===== src/rtl/mem_port_arb.sv =====
// mem_port_arb -- three-requester arbiter in front of a single-ported
// synchronous memory.
//
// Requesters: bit0 MPU table loader, bit1 data access, bit2 instruction fetch.
// Each transaction walks IDLE -> ADDR -> DATA -> RECOVER, so a grant costs
// four cycles.
//
// Ports
//   clk, resetn       single clock, asynchronous active-low reset
//   req_valid[3]      request per requester
//   req_addr          byte address per requester, slice n = requester n
//   req_wdata         32-bit write data per requester
//   req_wstrb         4-bit byte strobes per requester, all zero = read
//   req_ready[3]      one-cycle completion pulse (high in RECOVER)
//   req_rdata         read data, valid while req_ready is high
//   req_err           out-of-range flag, pulses with req_ready
//   mem_wen           byte write enables, nonzero only in ADDR
//   mem_addr          word address (byte address >> 2)
//   mem_wdata         write data
//   mem_rdata         memory read data, one cycle after mem_addr
//   grant_id          current owner, 3 when idle
//
// Build option
//   MEM_PORT_ARB_RR_EN  round-robin selection; default is fixed priority
//                       bit0 > bit1 > bit2 with no pointer register.

// Per-requester address decode: word address and range check.
module mem_port_arb_lane #(
  parameter int MEM_WORDS  = 1024,
  parameter int ADDR_WIDTH = 22
) (
  input  logic [ADDR_WIDTH-1:0] addr,
  output logic [ADDR_WIDTH-1:0] word_addr,
  output logic                  oor
);
  // Compare in 64 bits so a memory larger than the address space never wraps.
  localparam logic [63:0] LIMIT = 64'(MEM_WORDS) << 2;

  assign word_addr = {2'b00, addr[ADDR_WIDTH-1:2]};
  assign oor       = ({{(64-ADDR_WIDTH){1'b0}}, addr} >= LIMIT);
endmodule

module mem_port_arb #(
  parameter int MEM_WORDS  = 1024,
  parameter int ADDR_WIDTH = 22
) (
  input  logic                    clk,
  input  logic                    resetn,
  input  logic [2:0]              req_valid,
  input  logic [3*ADDR_WIDTH-1:0] req_addr,
  input  logic [95:0]             req_wdata,
  input  logic [11:0]             req_wstrb,
  output logic [2:0]              req_ready,
  output logic [31:0]             req_rdata,
  output logic                    req_err,
  output logic [3:0]              mem_wen,
  output logic [ADDR_WIDTH-1:0]   mem_addr,
  output logic [31:0]             mem_wdata,
  input  logic [31:0]             mem_rdata,
  output logic [1:0]              grant_id
);
  typedef enum logic [1:0] {IDLE, ADDR, DATA, RECOVER} state_t;

  state_t state, state_d;

  logic [2:0][ADDR_WIDTH-1:0] lane_waddr;
  logic [2:0]                 lane_oor;
  logic [2:0][31:0]           lane_wdata;
  logic [2:0][3:0]            lane_wstrb;

  logic [3:0] wstrb_q;
  logic       oor_q;
  logic [1:0] sel;

  for (genvar g = 0; g < 3; g++) begin : g_lane
    mem_port_arb_lane #(
      .MEM_WORDS (MEM_WORDS),
      .ADDR_WIDTH(ADDR_WIDTH)
    ) u_lane (
      .addr     (req_addr[g*ADDR_WIDTH +: ADDR_WIDTH]),
      .word_addr(lane_waddr[g]),
      .oor      (lane_oor[g])
    );
    assign lane_wdata[g] = req_wdata[g*32 +: 32];
    assign lane_wstrb[g] = req_wstrb[g*4 +: 4];
  end

`ifdef MEM_PORT_ARB_RR_EN
  logic [1:0] last_q;
  logic [1:0] cand;
  logic       found;

  function automatic logic [1:0] nxt(input logic [1:0] p);
    return (p == 2'd2) ? 2'd0 : p + 2'd1;
  endfunction

  // Walk the three requesters starting just after the last winner.
  always_comb begin
    sel   = 2'd0;
    found = 1'b0;
    cand  = nxt(last_q);
    for (int k = 0; k < 3; k++) begin
      if (!found && req_valid[cand]) begin
        sel   = cand;
        found = 1'b1;
      end
      cand = nxt(cand);
    end
  end

  // Reset to 2 so requester 0 wins the first contended grant.
  always_ff @(posedge clk or negedge resetn) begin
    if (!resetn)                        last_q <= 2'd2;
    else if (state == IDLE && |req_valid) last_q <= sel;
  end
`else
  always_comb begin
    sel = 2'd2;
    if (req_valid[0])      sel = 2'd0;
    else if (req_valid[1]) sel = 2'd1;
  end
`endif

  always_ff @(posedge clk or negedge resetn) begin
    if (!resetn) state <= IDLE;
    else         state <= state_d;
  end

  // Requests are only sampled in IDLE; everything after is a fixed walk.
  always_comb begin
    state_d = state;
    case (state)
      IDLE:    if (|req_valid) state_d = ADDR;
      ADDR:    state_d = DATA;
      DATA:    state_d = RECOVER;
      RECOVER: state_d = IDLE;
      default: state_d = IDLE;
    endcase
  end

  always_ff @(posedge clk or negedge resetn) begin
    if (!resetn) begin
      grant_id  <= 2'd3;
      mem_addr  <= '0;
      mem_wdata <= '0;
      wstrb_q   <= '0;
      oor_q     <= 1'b0;
      req_ready <= '0;
      req_err   <= 1'b0;
      req_rdata <= '0;
    end else begin
      req_ready <= '0;
      req_err   <= 1'b0;
      case (state)
        IDLE: if (|req_valid) begin
          grant_id  <= sel;
          mem_addr  <= lane_waddr[sel];
          mem_wdata <= lane_wdata[sel];
          wstrb_q   <= lane_wstrb[sel];
          oor_q     <= lane_oor[sel];
        end
        DATA: begin
          req_ready <= 3'b001 << grant_id;
          req_err   <= oor_q;
          req_rdata <= oor_q ? 32'd0 : mem_rdata;
        end
        RECOVER: grant_id <= 2'd3;
        default: ;
      endcase
    end
  end

  // Write strobes exist only during ADDR, and never for an out-of-range access.
  assign mem_wen = (state == ADDR && !oor_q) ? wstrb_q : 4'd0;
endmodule


===== config.mk =====
export PLATFORM = sky130hd
export DESIGN_NAME = mem_port_arb
export DESIGN_NICKNAME = d
export VERILOG_FILES = /design/src/rtl/mem_port_arb.sv
export SDC_FILE = /design/constraint.sdc
export NUM_CORES = 1
export LEC_CHECK = 0
export BUFFER_PORTS_ARGS = -buffer_cell sky130_fd_sc_hd__buf_2
export CELL_PAD_IN_SITES_DETAIL_PLACEMENT = 2
export CELL_PAD_IN_SITES_GLOBAL_PLACEMENT = 2
export CORE_MARGIN = 4
export CORE_UTILIZATION = 28
export CTS_CLUSTER_DIAMETER = 200
export CTS_CLUSTER_SIZE = 14
export DETAILED_ROUTE_END_ITERATION = 7
export PLACE_DENSITY_LB_ADDON = 0.1
export SLEW_MARGIN = 40
export SYNTH_ARGS = -nofsm -noshare
export SYNTH_HDL_FRONTEND = slang
export SYNTH_HIERARCHICAL = 1
export SYNTH_SLANG_ARGS = --single-unit

===== constraint.sdc =====
create_clock -name clk -period 2.9 [get_ports clk]
set_clock_uncertainty 0.2 [all_clocks]
set_input_delay 0.145 -clock clk [delete_from_list [all_inputs] [get_ports clk]]
set_output_delay 0.145 -clock clk [all_outputs]
set_load 0.005 [all_outputs]

Yosys cells after proc, flatten, opt, wreduce, memory -nomap -nowiden
Cells that the tools add are included.

Bits in registers: 99. Output and inout port bits: 96.

Magnitude comparators: 4. Equal/unequal tests: 4. Shifts and indexed selects: 1. Multiplexer cells: 18. Reduce and logical (&&, ||, !) cells: 7.

Operators with widths (count): >= comparator 22 x 13 -> 1 bit, second input constant (3); binary-select mux 32 bit (select 2 bit) (1); 2-to-1 mux 32 bit (2); binary-select mux 22 bit (select 2 bit) (1); 2-to-1 mux 22 bit (1); binary-select mux 4 bit (select 2 bit) (1); 2-to-1 mux 2 bit (4); 2-to-1 mux 4 bit (2); one-hot mux 2 bit (4 select lines) (1); == test 2 bit, second input constant (2); one-hot mux 2 bit (2 select lines) (1); AND reduction 2 bit (2); < comparator 2 x 3 -> 1 bit, second input constant (1); 2-to-1 mux 3 bit (1); OR reduction 3 bit (1); << shifter 1 x 2 -> 3 bit, first input constant (1); binary-select mux 1 bit (select 2 bit) (1); == test 2 x 1 -> 1 bit, second input constant (1); logical NOT 2 bit (1); 2-to-1 mux 1 bit (2); inequality test 2 bit, second input constant (1); nonzero test 2 bit (1); logical AND 1 bit (1); logical NOT 1 bit (1).

Depth between registers and ports, before layout
Depth in word-level cells: 4. Depth in mapped cells: 8.

Modules after synthesis
The synthesis kept the hierarchy.

By module, submodules not included: mem_port_arb (instances 1, cells each 502, area an instance 5206.2 sq um, sequential area each 2479.9 sq um); mem_port_arb_lane (instances 3, cells each 27, area an instance 190.2 sq um, sequential area each 0.0 sq um).

Least setup slack after synthesis
OpenSTA, ideal clock, no wires.

Kind: reg-to-reg. Start: reg state[0]. End: reg mem_addr[2]. Library setup time: 134 ps. Arrival: 1497 ps. Required time: 2566 ps. Slack: 1069 ps. Stages on the path, launching flop included: 9. Path buffers: 3. Cell sequence: dfrtp_1 -> inv_1 -> ha_1 -> clkbuf_1 -> o31ai_4 -> buf_4 -> buf_4 -> nand2_1 -> o21ai_0.

Cells in the longest elaborated chain, start to end: 2.

Ends and longest elaborated chain: start: declaration (RTL line 64) `state_t state, state_d;`; start signal: assignment (RTL line 126) `else state <= state_d;`; logical NOT 2 bit (RTL line 154) `case (state)`; AND reduction 2 bit (no source line); end signal: assignment (RTL line 157) `mem_addr <= lane_waddr[sel];`; end: declaration (RTL line 57) `output logic [ADDR_WIDTH-1:0] mem_addr,`.

No other way between the ends. A chain may end at the register's enable or synchronous reset.

Worst setup path after layout
Start: reg state[1]. End: reg mem_addr[7].

The elaborated chain is that of the path after synthesis.

==> impl_metrics.json <==
{
  "syn_avg_cell_area_um2": 9.91,
  "cp.arrival_ns": 1.99,
  "worstMarginPinSlew_ns": 0.608,
  "r2r_cells": 5,
  "synth-seq-cells": 99,
  "slew_viol_final": 0,
  "die_w_um": 152,
  "die_h_um": 152,
  "path_clk_slew_ns": 0.07,
  "fill_cells": 2233,
  "yosys-top-cells-count": "dfrtp_1, o21ai_0, buf_4, mux2_2, mux2i_1",
  "first_global_vias": 6150,
  "hold_buffers": 89,
  "path_class": "reg2reg",
  "initial_core_util_pct": 28.5,
  "die_area_um2": 23000,
  "cts-htree-levels": 3,
  "path_cells": "inv_1, ha_1, o31ai_4, buf_4, o21ai_0",
  "core_um2": 20200,
  "ios": 307,
  "synth_top_area_cell": "dfrtp_1",
  "syn_area_um2": 5780,
  "min_path_type": "in2reg",
  "portBuffers": 300,
  "start_kind": "flip-flop",
  "viasPerCell": 4.56,
  "syn_inst": 583,
  "numCtsBuffers": 9,
  "reg2reg_slack_ns": 0.92,
  "diodes": 0,
  "hpwl_um": 15200,
  "ys.warnings.count": 6,
  "power.leakage_uw": 0.00418,
  "cts.sinks": 99,
  "gp_congestion": 0.793,
  "clock_latency_ns": 0.34,
  "required_ns": 2.90,
  "timing.final.crit_period_ns": 1.98,
  "rr_startpoint": "state[1]",
  "nets": 1110,
  "grt_overflow_total": 0,
  "dr.pass1.iters": 4,
  "syn2layout_area_growth_pct": 42.7,
  "drcViolationCount": 0,
  "synth_flop_cell": "dfrtp_1",
  "slowest_stage": "buf_4",
  "grt_max_degree": 66,
  "antenna_left": 0,
  "hp-start": "req_wdata[17]",
  "ys_top_cells_by_area": "dfrtp_1, mux2_2, mux2i_1",
  "ys_seq_area_share_pct": 42.9,
  "post-route-util_pct": 40.7,
  "irDropWorstVdd_mv": 0.242,
  "setup-tns-final_ns": 0,
  "track_usage_pct": 17.7,
  "grt_setup_unrepaired": "false",
  "status": "finished clean",
  "fin_crit_sh_pct": 68.4,
  "setup_violations": 0,
  "wl_per_cell_um": 17.8,
  "cpPeakStageDelay_ns": 0.45,
  "async_flop_share_pct": 100,
  "drive_gt1_share_pct": 43.3,
  "ys_types": 27,
  "hold_violations": 0,
  "postCtsSetupRepairBufs": 0,
  "rows": 52,
  "synth_most_common_cell": "dfrtp_1",
  "endpoint_kind": "flip-flop",
  "initialDrtViolationCount": 160,
  "cts-root-to-sink-buffers": 2,
  "relSlewSlack_pct": 59.4,
  "wl_um": 20800,
  "cts_root_buf": "clkbuf_16",
  "synth_top_cell_area_share_pct": 42.0,
  "fmax_mhz": 504,
  "reg2reg_to": "mem_addr[7]",
  "path_max_fanout": 44,
  "holdPathStages": 3,
  "grt_pass1_wl_um": 32100,
  "antenna_found_initial": 0,
  "p_per_area_nw_per_um2": 749,
  "synth_edf_count": 0,
  "vias": 5325,
  "cap_violations": 0,
  "min_to": "mem_wdata[17]",
  "post_cts_resized": 0,
  "cts_tree": "done"
}
==> cells in the final DEF, fill, tap and decap left out, types with 3 or more instances in the layout <==
master,instances
mux2i_1,60
conb_1,6
ha_1,5
o21ai_0,91
mux2_2,60
inv_1,36
clkbuf_16,9
nor4_1,6
nand3_1,3
nand3b_1,33
nor3_1,3
nand2_1,59
dfrtp_1,97
dlygate4sd3_1,89
buf_2,298
and2_1,5
nor2_1,5
buf_4,9
==> power breakdown <==
part	total (uW)	internal, uW	leakage (uW)	switching [uW]
logic	2590	1170	0.00280	1420
clock network	1150	609	0.000132	536
registers	2440	2060	0.00125	389
total	6180	3840	0.00418	2340
==> metrics by stage <==
stage	power, uW	std cells	cell area [um^2]	hold slack, ns	worst slack [ns]
final	6180	1168	8240	0.00731	0.915
after global routing	6780	1168	8240	0.0300	0.716
after global placement	4870	1063	7070	0.0886	0.900
after detailed placement	5030	1063	7070	0.0967	0.841
after floorplan	3750	586	5790	-0.351	1.07
after CTS	6310	1168	8240	0.00670	0.869
==> final cells by class <==
class	instances	area (um^2)	share of cell area, %
Sequential cell	99	2480	30.1
Timing Repair Buffer	399	2500	30.3
Inverter	36	135	1.64
Tap cell	270	338	4.10
Clock inverter	5	37.5	0.455
Multi-Input combinational cell	348	2510	30.4
Clock buffer	11	243	2.95
==> sequential cells by signal (all words and copies together), names as in the netlist <==
register and count:
grant_id 2, mem_addr 22, mem_wdata 32, oor_q 1, req_err 1, req_rdata 32
req_ready 3, state 2, wstrb_q 4
==> how the worst max path moves through the flow <==
stage / from / endpoint / slack [ns] / depth (start not counted)
floorplan: state[0] / mem_addr[2] / 1.07 / 8
global placement: req_valid[0] / mem_addr[5] / 0.90 / 4
detailed placement: req_valid[0] / mem_addr[7] / 0.84 / 4
CTS: state[1] / mem_addr[7] / 0.87 / 5
global route: state[0] / mem_addr[15] / 0.72 / 5
finish: state[1] / mem_addr[7] / 0.92 / 5
==> critical path: cells and delay by family, from the launching register on <==
| family | cells | cell delay [ns] |
|---|---|---|
| compound gates | 2 | 0.34 |
| fa+ha+maj | 1 | 0.30 |
| buf+inv | 2 | 0.56 |
| flops | 1 | 0.42 |
==> routing by layer <==
metal  vias up  wire, um  GRT usage, %
met4         0       403          5.57
met3        21      1630          4.91
met5         -         0             0
li1       2518         -             -
met2       185     10800          32.4
met1      2601      7980          19.8
==> kinds of logic (layout without fill, tap and decap cells) <==
logic type      after synthesis  in the layout  synth area share, %
compound gates               98             98                 8.88
fa+ha+maj                     6              6                 1.30
buf+inv                     139            451                 13.9
flops                        99             99                 42.9
mux                         120            120                 22.1
other cells                   3              6                0.195
simple gates                118            118                 10.7
No activity file was read; power rests on OpenSTA's default activity.
